==> config.mk <==
export PLATFORM = sky130hd
export DESIGN_NAME = alu_bus_driver
export DESIGN_NICKNAME = d
export VERILOG_FILES = /design/src/rtl/alu_bus_driver.sv
export SDC_FILE = /design/constraint.sdc
export NUM_CORES = 1
export LEC_CHECK = 0
export ABC_CLOCK_PERIOD_IN_PS = 1800
export CAP_MARGIN = 0
export CORE_ASPECT_RATIO = 0.9
export CORE_MARGIN = 5
export CORE_UTILIZATION = 51
export CTS_CLUSTER_DIAMETER = 80
export DETAILED_ROUTE_END_ITERATION = 7
export PLACE_DENSITY = 0.87
export SLEW_MARGIN = 0
export SYNTH_ARGS = -nofsm -noshare
export SYNTH_HDL_FRONTEND = slang
export SYNTH_SLANG_ARGS = --single-unit
==> constraint.sdc <==
create_clock -name clk -period 1.8 [get_ports clk]
set_input_delay 0.18 -clock clk [delete_from_list [all_inputs] [get_ports clk]]
set_output_delay 0.18 -clock clk [all_outputs]
set_load 0.01 [all_outputs]
==> src/rtl/alu_bus_driver.sv <==
// Purpose: host-side sequencer driving the ALU BEGIN/op_code/inbus/outbus/END bus, one command at a time.
// Latency: accept -> rsp_valid = 1 (START) + 2 or 3 (SEND) + ALU cycles until END rises + 1.
// Backpressure: cmd_ready only in IDLE; the response is held stable in RESP until rsp_ready is seen.
module alu_bus_driver #(
  parameter int WIDTH   = 8,
  parameter int TIMEOUT = 64
) (
  input  logic                 clk,
  input  logic                 reset,
  input  logic                 cmd_valid,
  output logic                 cmd_ready,
  input  logic [1:0]           cmd_op,
  input  logic [2*WIDTH-1:0]   cmd_a,
  input  logic [WIDTH-1:0]     cmd_b,
  output logic                 rsp_valid,
  input  logic                 rsp_ready,
  output logic [2*WIDTH-1:0]   rsp_data,
  output logic                 rsp_err,
  output logic                 busy,
  output logic                 BEGIN,
  output logic [1:0]           op_code,
  output logic [WIDTH-1:0]     inbus,
  input  logic [WIDTH-1:0]     outbus,
  input  logic                 END
);

  localparam int CW = $clog2(TIMEOUT) + 1;

  localparam logic [2:0] S_IDLE  = 3'd0;
  localparam logic [2:0] S_START = 3'd1;
  localparam logic [2:0] S_SEND0 = 3'd2;
  localparam logic [2:0] S_SEND1 = 3'd3;
  localparam logic [2:0] S_SEND2 = 3'd4;
  localparam logic [2:0] S_WAIT  = 3'd5;
  localparam logic [2:0] S_RESP  = 3'd6;

  logic [2:0]         state_q,    state_d;
  logic [1:0]         op_q,       op_d;
  logic [2*WIDTH-1:0] a_q,        a_d;
  logic [WIDTH-1:0]   b_q,        b_d;
  logic               begin_q,    begin_d;
  logic [1:0]         opcode_q,   opcode_d;
  logic [WIDTH-1:0]   inbus_q,    inbus_d;
  logic [WIDTH-1:0]   h0_q,       h0_d;
  logic [WIDTH-1:0]   h1_q,       h1_d;
  logic               end_dly_q,  end_dly_d;
  logic [CW-1:0]      cnt_q,      cnt_d;
  logic               rvalid_q,   rvalid_d;
  logic [2*WIDTH-1:0] rdata_q,    rdata_d;
  logic               rerr_q,     rerr_d;

  logic is_div;
  assign is_div = (op_q == 2'b11);

  // Next-state logic: command sequencing, operand streaming, END-edge capture and timeout.
  always_comb begin
    state_d   = state_q;
    op_d      = op_q;
    a_d       = a_q;
    b_d       = b_q;
    begin_d   = 1'b0;
    opcode_d  = opcode_q;
    inbus_d   = '0;
    h0_d      = h0_q;
    h1_d      = h1_q;
    end_dly_d = end_dly_q;
    cnt_d     = cnt_q;
    rvalid_d  = rvalid_q;
    rdata_d   = rdata_q;
    rerr_d    = rerr_q;

    case (state_q)
      S_IDLE: begin
        if (cmd_valid) begin
          state_d  = S_START;
          op_d     = cmd_op;
          a_d      = cmd_a;
          b_d      = cmd_b;
          begin_d  = 1'b1;
          opcode_d = cmd_op;
        end
      end
      S_START: begin
        state_d   = S_SEND0;
        inbus_d   = is_div ? a_q[2*WIDTH-1:WIDTH] : a_q[WIDTH-1:0];
        end_dly_d = END;
      end
      S_SEND0: begin
        state_d   = S_SEND1;
        inbus_d   = is_div ? a_q[WIDTH-1:0] : b_q;
        end_dly_d = END;
        cnt_d     = '0;
      end
      S_SEND1: begin
        // END sampled in the last SEND cycle preloads the edge detector,
        // so an END left high by the previous operation is not mistaken for completion.
        state_d   = is_div ? S_SEND2 : S_WAIT;
        inbus_d   = is_div ? b_q : '0;
        end_dly_d = END;
        cnt_d     = '0;
      end
      S_SEND2: begin
        state_d   = S_WAIT;
        end_dly_d = END;
        cnt_d     = '0;
      end
      S_WAIT: begin
        h1_d      = h0_q;
        h0_d      = outbus;
        end_dly_d = END;
        cnt_d     = cnt_q + 1'b1;
        // END rise has priority over a coincident timeout.
        if (END && !end_dly_q) begin
          state_d  = S_RESP;
          rvalid_d = 1'b1;
          rdata_d  = {h1_q, h0_q};
          rerr_d   = 1'b0;
          opcode_d = 2'b00;
        end else if (cnt_q == CW'(TIMEOUT - 1)) begin
          state_d  = S_RESP;
          rvalid_d = 1'b1;
          rdata_d  = '0;
          rerr_d   = 1'b1;
          opcode_d = 2'b00;
        end
      end
      S_RESP: begin
        if (rsp_ready) begin
          state_d  = S_IDLE;
          rvalid_d = 1'b0;
        end
      end
      default: begin
        state_d  = S_IDLE;
        opcode_d = 2'b00;
        rvalid_d = 1'b0;
      end
    endcase
  end

  // State and registered bus/response outputs; reset aborts any operation in flight.
  always_ff @(posedge clk or negedge reset) begin
    if (!reset) begin
      state_q   <= S_IDLE;
      op_q      <= 2'b00;
      a_q       <= '0;
      b_q       <= '0;
      begin_q   <= 1'b0;
      opcode_q  <= 2'b00;
      inbus_q   <= '0;
      h0_q      <= '0;
      h1_q      <= '0;
      end_dly_q <= 1'b0;
      cnt_q     <= '0;
      rvalid_q  <= 1'b0;
      rdata_q   <= '0;
      rerr_q    <= 1'b0;
    end else begin
      state_q   <= state_d;
      op_q      <= op_d;
      a_q       <= a_d;
      b_q       <= b_d;
      begin_q   <= begin_d;
      opcode_q  <= opcode_d;
      inbus_q   <= inbus_d;
      h0_q      <= h0_d;
      h1_q      <= h1_d;
      end_dly_q <= end_dly_d;
      cnt_q     <= cnt_d;
      rvalid_q  <= rvalid_d;
      rdata_q   <= rdata_d;
      rerr_q    <= rerr_d;
    end
  end

  assign cmd_ready = (state_q == S_IDLE);
  assign busy      = (state_q != S_IDLE);
  assign BEGIN     = begin_q;
  assign op_code   = opcode_q;
  assign inbus     = inbus_q;
  assign rsp_valid = rvalid_q;
  assign rsp_data  = rdata_q;
  assign rsp_err   = rerr_q;

endmodule
==> flow_summary.ini <==
[run_status]
status = completed

[synth]
synth_edf_count = 0
synth.avg_cell_area_um2 = 11.1
netlist.area_leader.share = 0.588
syn-cell-area_um2 = 3490
synth.area.top_cells = dfrtp_1 (59%), nand2_1 (9.8%), mux2_2 (8.7%)
syn_nets = 356
ys_seq_area_frac = 0.588
syn_inst = 316
netlist-cell-type-count = 42
synth_warnings = 0
synthArstFlopShare = 1.00
yosys_most_used_dff = dfrtp_1
yosys_register_bits = 82
yosysTopAreaCell = dfrtp_1

[run]
maxCapViolations = 0

[cells_and_area]
syn_to_final_growth_pct = 32.4
nets = 438
layout-drive-gt1-share = 0.176
n_antenna_cell = 0
final_util = 0.698
final_common_cell = nand2_1
final_cell_mix = nand2_1 (91), dfrtp_1 (80), clkdlybuf4s50_1 (66), o21ai_0 (27), mux2_2 (27)

[clocking]
cts_buffer_depth = 2
cts-htree-levels = 3
cts_tree = yes
cts.root.buffer_cell = clkbuf_8
clk_latency_ns = 0.34
cts_sinks = 82
cts_inserted_buffers = 9
clkTransAtPathRegs_ns = 0.08

[sta]
final.period_utilization = 0.949
timing.fmax_ghz = 0.585
finalSetupViolCount = 0
tightest_slew_ns = 0.600
skew_ns = 0.0120
slew_violations = 0
setup_tns_ns = 0
final.min_clock_period_ns = 1.71
relSlewSlack = 0.598
final-hold-violation-count = 0
rsz0062_at_grt = false

[die]
dieArea_um2 = 8600
start_util = 0.527
ioPinCount = 70
rows = 28
core_um2 = 6620
die_w_um = 97.2
dieHeight_um = 88.5

[route]
drt_first_iter_violations = 125
first_pass_iters = 4
wl_per_cell_um = 15.6
route.detailed.drc = 0
ant_nets = 0
num_vias = 2659
drt_wl_total_um = 7680
vias_per_cell = 5.39

[grt]
grt_overflow = 0
grt_max_degree = 40
antenna_found_initial = 0
grt_pass1_vias = 2612
track_usage = 0.183
grt_pass1_wl_um = 12600

[setup_path]
crit_family = simple AND/OR/NAND/NOR gates
path_common_cell = buf_4
cp_slowest_stage_delay_ns = 0.53
critical_path_required_ns = 2.07
cp_slowest_cell = nor3b_2
crit_path_cell_trace = buf_4, buf_4, nor3b_2, a221o_1
cp-start-kind = flip-flop
cp_max_fo = 8
arrival_ns = 1.98
path_class = reg -> reg
crit_buf_inv = 2
critPathCaptureType = flip-flop

[placement]
routabilityCongestion = 0.827
dp_hpwl_um = 5280
port_buffers = 69

[hold_path]
hp-class = in -> async

[power_and_ir_drop]
ir_drop_mv = 0.974
pwr_density_cell_nw_per_um2 = 1630
p_leak_uw = 0.00205
==> layer usage <==
| metal | GRT usage | vias to the layer above | share of wire | routed length (um) |
|---|---|---|---|---|
| met5 | 0 | - | 0 | 0 |
| met4 | 0.0528 | 0 | 0.011 | 87 |
| met3 | 0.0504 | 7 | 0.048 | 366 |
| met2 | 0.308 | 77 | 0.50 | 3870 |
| met1 | 0.237 | 1325 | 0.44 | 3360 |
| li1 | - | 1250 | - | - |
==> flip-flops by register name, indices dropped and copies added, names as in the netlist <==
signal	flops
a_q	16
rsp_data	16
b_q	8
h0_q	8
h1_q	8
inbus	8
cnt_q	7
state_q	3
op_code	2
op_q	2
BEGIN	1
end_dly_q	1
rsp_err	1
rsp_valid	1
==> worst register-to-register path: stages, from the launching register on <==
cell,delay (ns)
dfrtp_2,0.49
buf_4,0.17
buf_4,0.17
nor3b_2,0.53
a221o_1,0.28
==> metrics by stage <==
step / hold slack [ns] / std cells / cell area, um2 / total power, uW / setup WS (ns)
after floorplan: -0.116 / 316 / 3490 / 4750 / 0.272
after global placement: 0.0633 / 471 / 4310 / 5730 / 0.111
after detailed placement: 0.0623 / 471 / 4310 / 5880 / 0.0633
after CTS: 0.241 / 488 / 4560 / 7470 / 0.0164
after global routing: 0.245 / 493 / 4620 / 8020 / 0.00945
final: 0.238 / 493 / 4620 / 7540 / 0.0914
==> synthesized netlist by cell type, drive strengths merged (2+ instances only) <==
library cell / count
mux2i: 3
a21oi: 6
o211ai: 2
nand3: 3
nand2: 92
o21a: 2
mux2: 28
nor3: 5
clkbuf: 3
buf: 13
o21ai: 28
nor3b: 4
and2: 8
xnor2: 2
nand2b: 4
dfrtp: 82
a31oi: 3
nor2: 4
a221o: 8
inv: 3
nand4: 2
==> path summary, 6_finish.rpt <==
check / end / cells after the start / slack, ns / startpoint
max in group asynchronous: state_q[0]$_DFFE_PN0P_ / 3 / 0.91 / reset
min: rsp_data[11]$_DFFE_PN0P_ / 2 / 0.24 / reset
min in group clk: h0_q[3]$_DFFE_PN0P_ / 3 / 0.36 / outbus[3]
max reg2reg: inbus[3]$_DFF_PN0_ / 4 / 0.09 / state_q[2]$_DFFE_PN0P_
min reg2reg: rsp_data[15]$_DFFE_PN0P_ / 2 / 0.48 / h1_q[7]$_DFFE_PN0P_
max: inbus[3]$_DFF_PN0_ / 4 / 0.09 / state_q[2]$_DFFE_PN0P_
==> cell families (layout without fill, tap and decap cells) <==
group	Yosys count	after routing	synth area share
AO/OA/AOI/OAI	53	53	0.0960
XOR/XNOR	2	2	0.00502
adder cells (fa/ha/maj)	1	1	0.00358
buffers and inverters	19	106	0.0362
flip-flops	82	82	0.588
multiplexers	31	31	0.0989
AND/OR/NAND/NOR	128	128	0.173
==> repair_timing <==
item,in CTS,in global routing
cloned,0,0
resized for setup,4,4
buffers inserted,0,5
pin swaps,0,1
endpoints found under the hold margin,55,0
endpoints found under the setup margin,2,13
hold buffers,1,0
==> layout make-up <==
cell class / instances / area, um2
Clock buffer: 11 / 131
Clock inverter: 5 / 103
Fill cell: 460 / 2000
Inverter: 3 / 11.3
Multi-Input combinational cell: 215 / 1340
Sequential cell: 82 / 2050
Tap cell: 90 / 113
Timing Repair Buffer: 87 / 877
==> power breakdown <==
group          internal, uW  switching (uW)
clock network           921             650
registers              2630             532
logic                  1510            1300
Note: power is estimated with default switching activity, not from simulation.
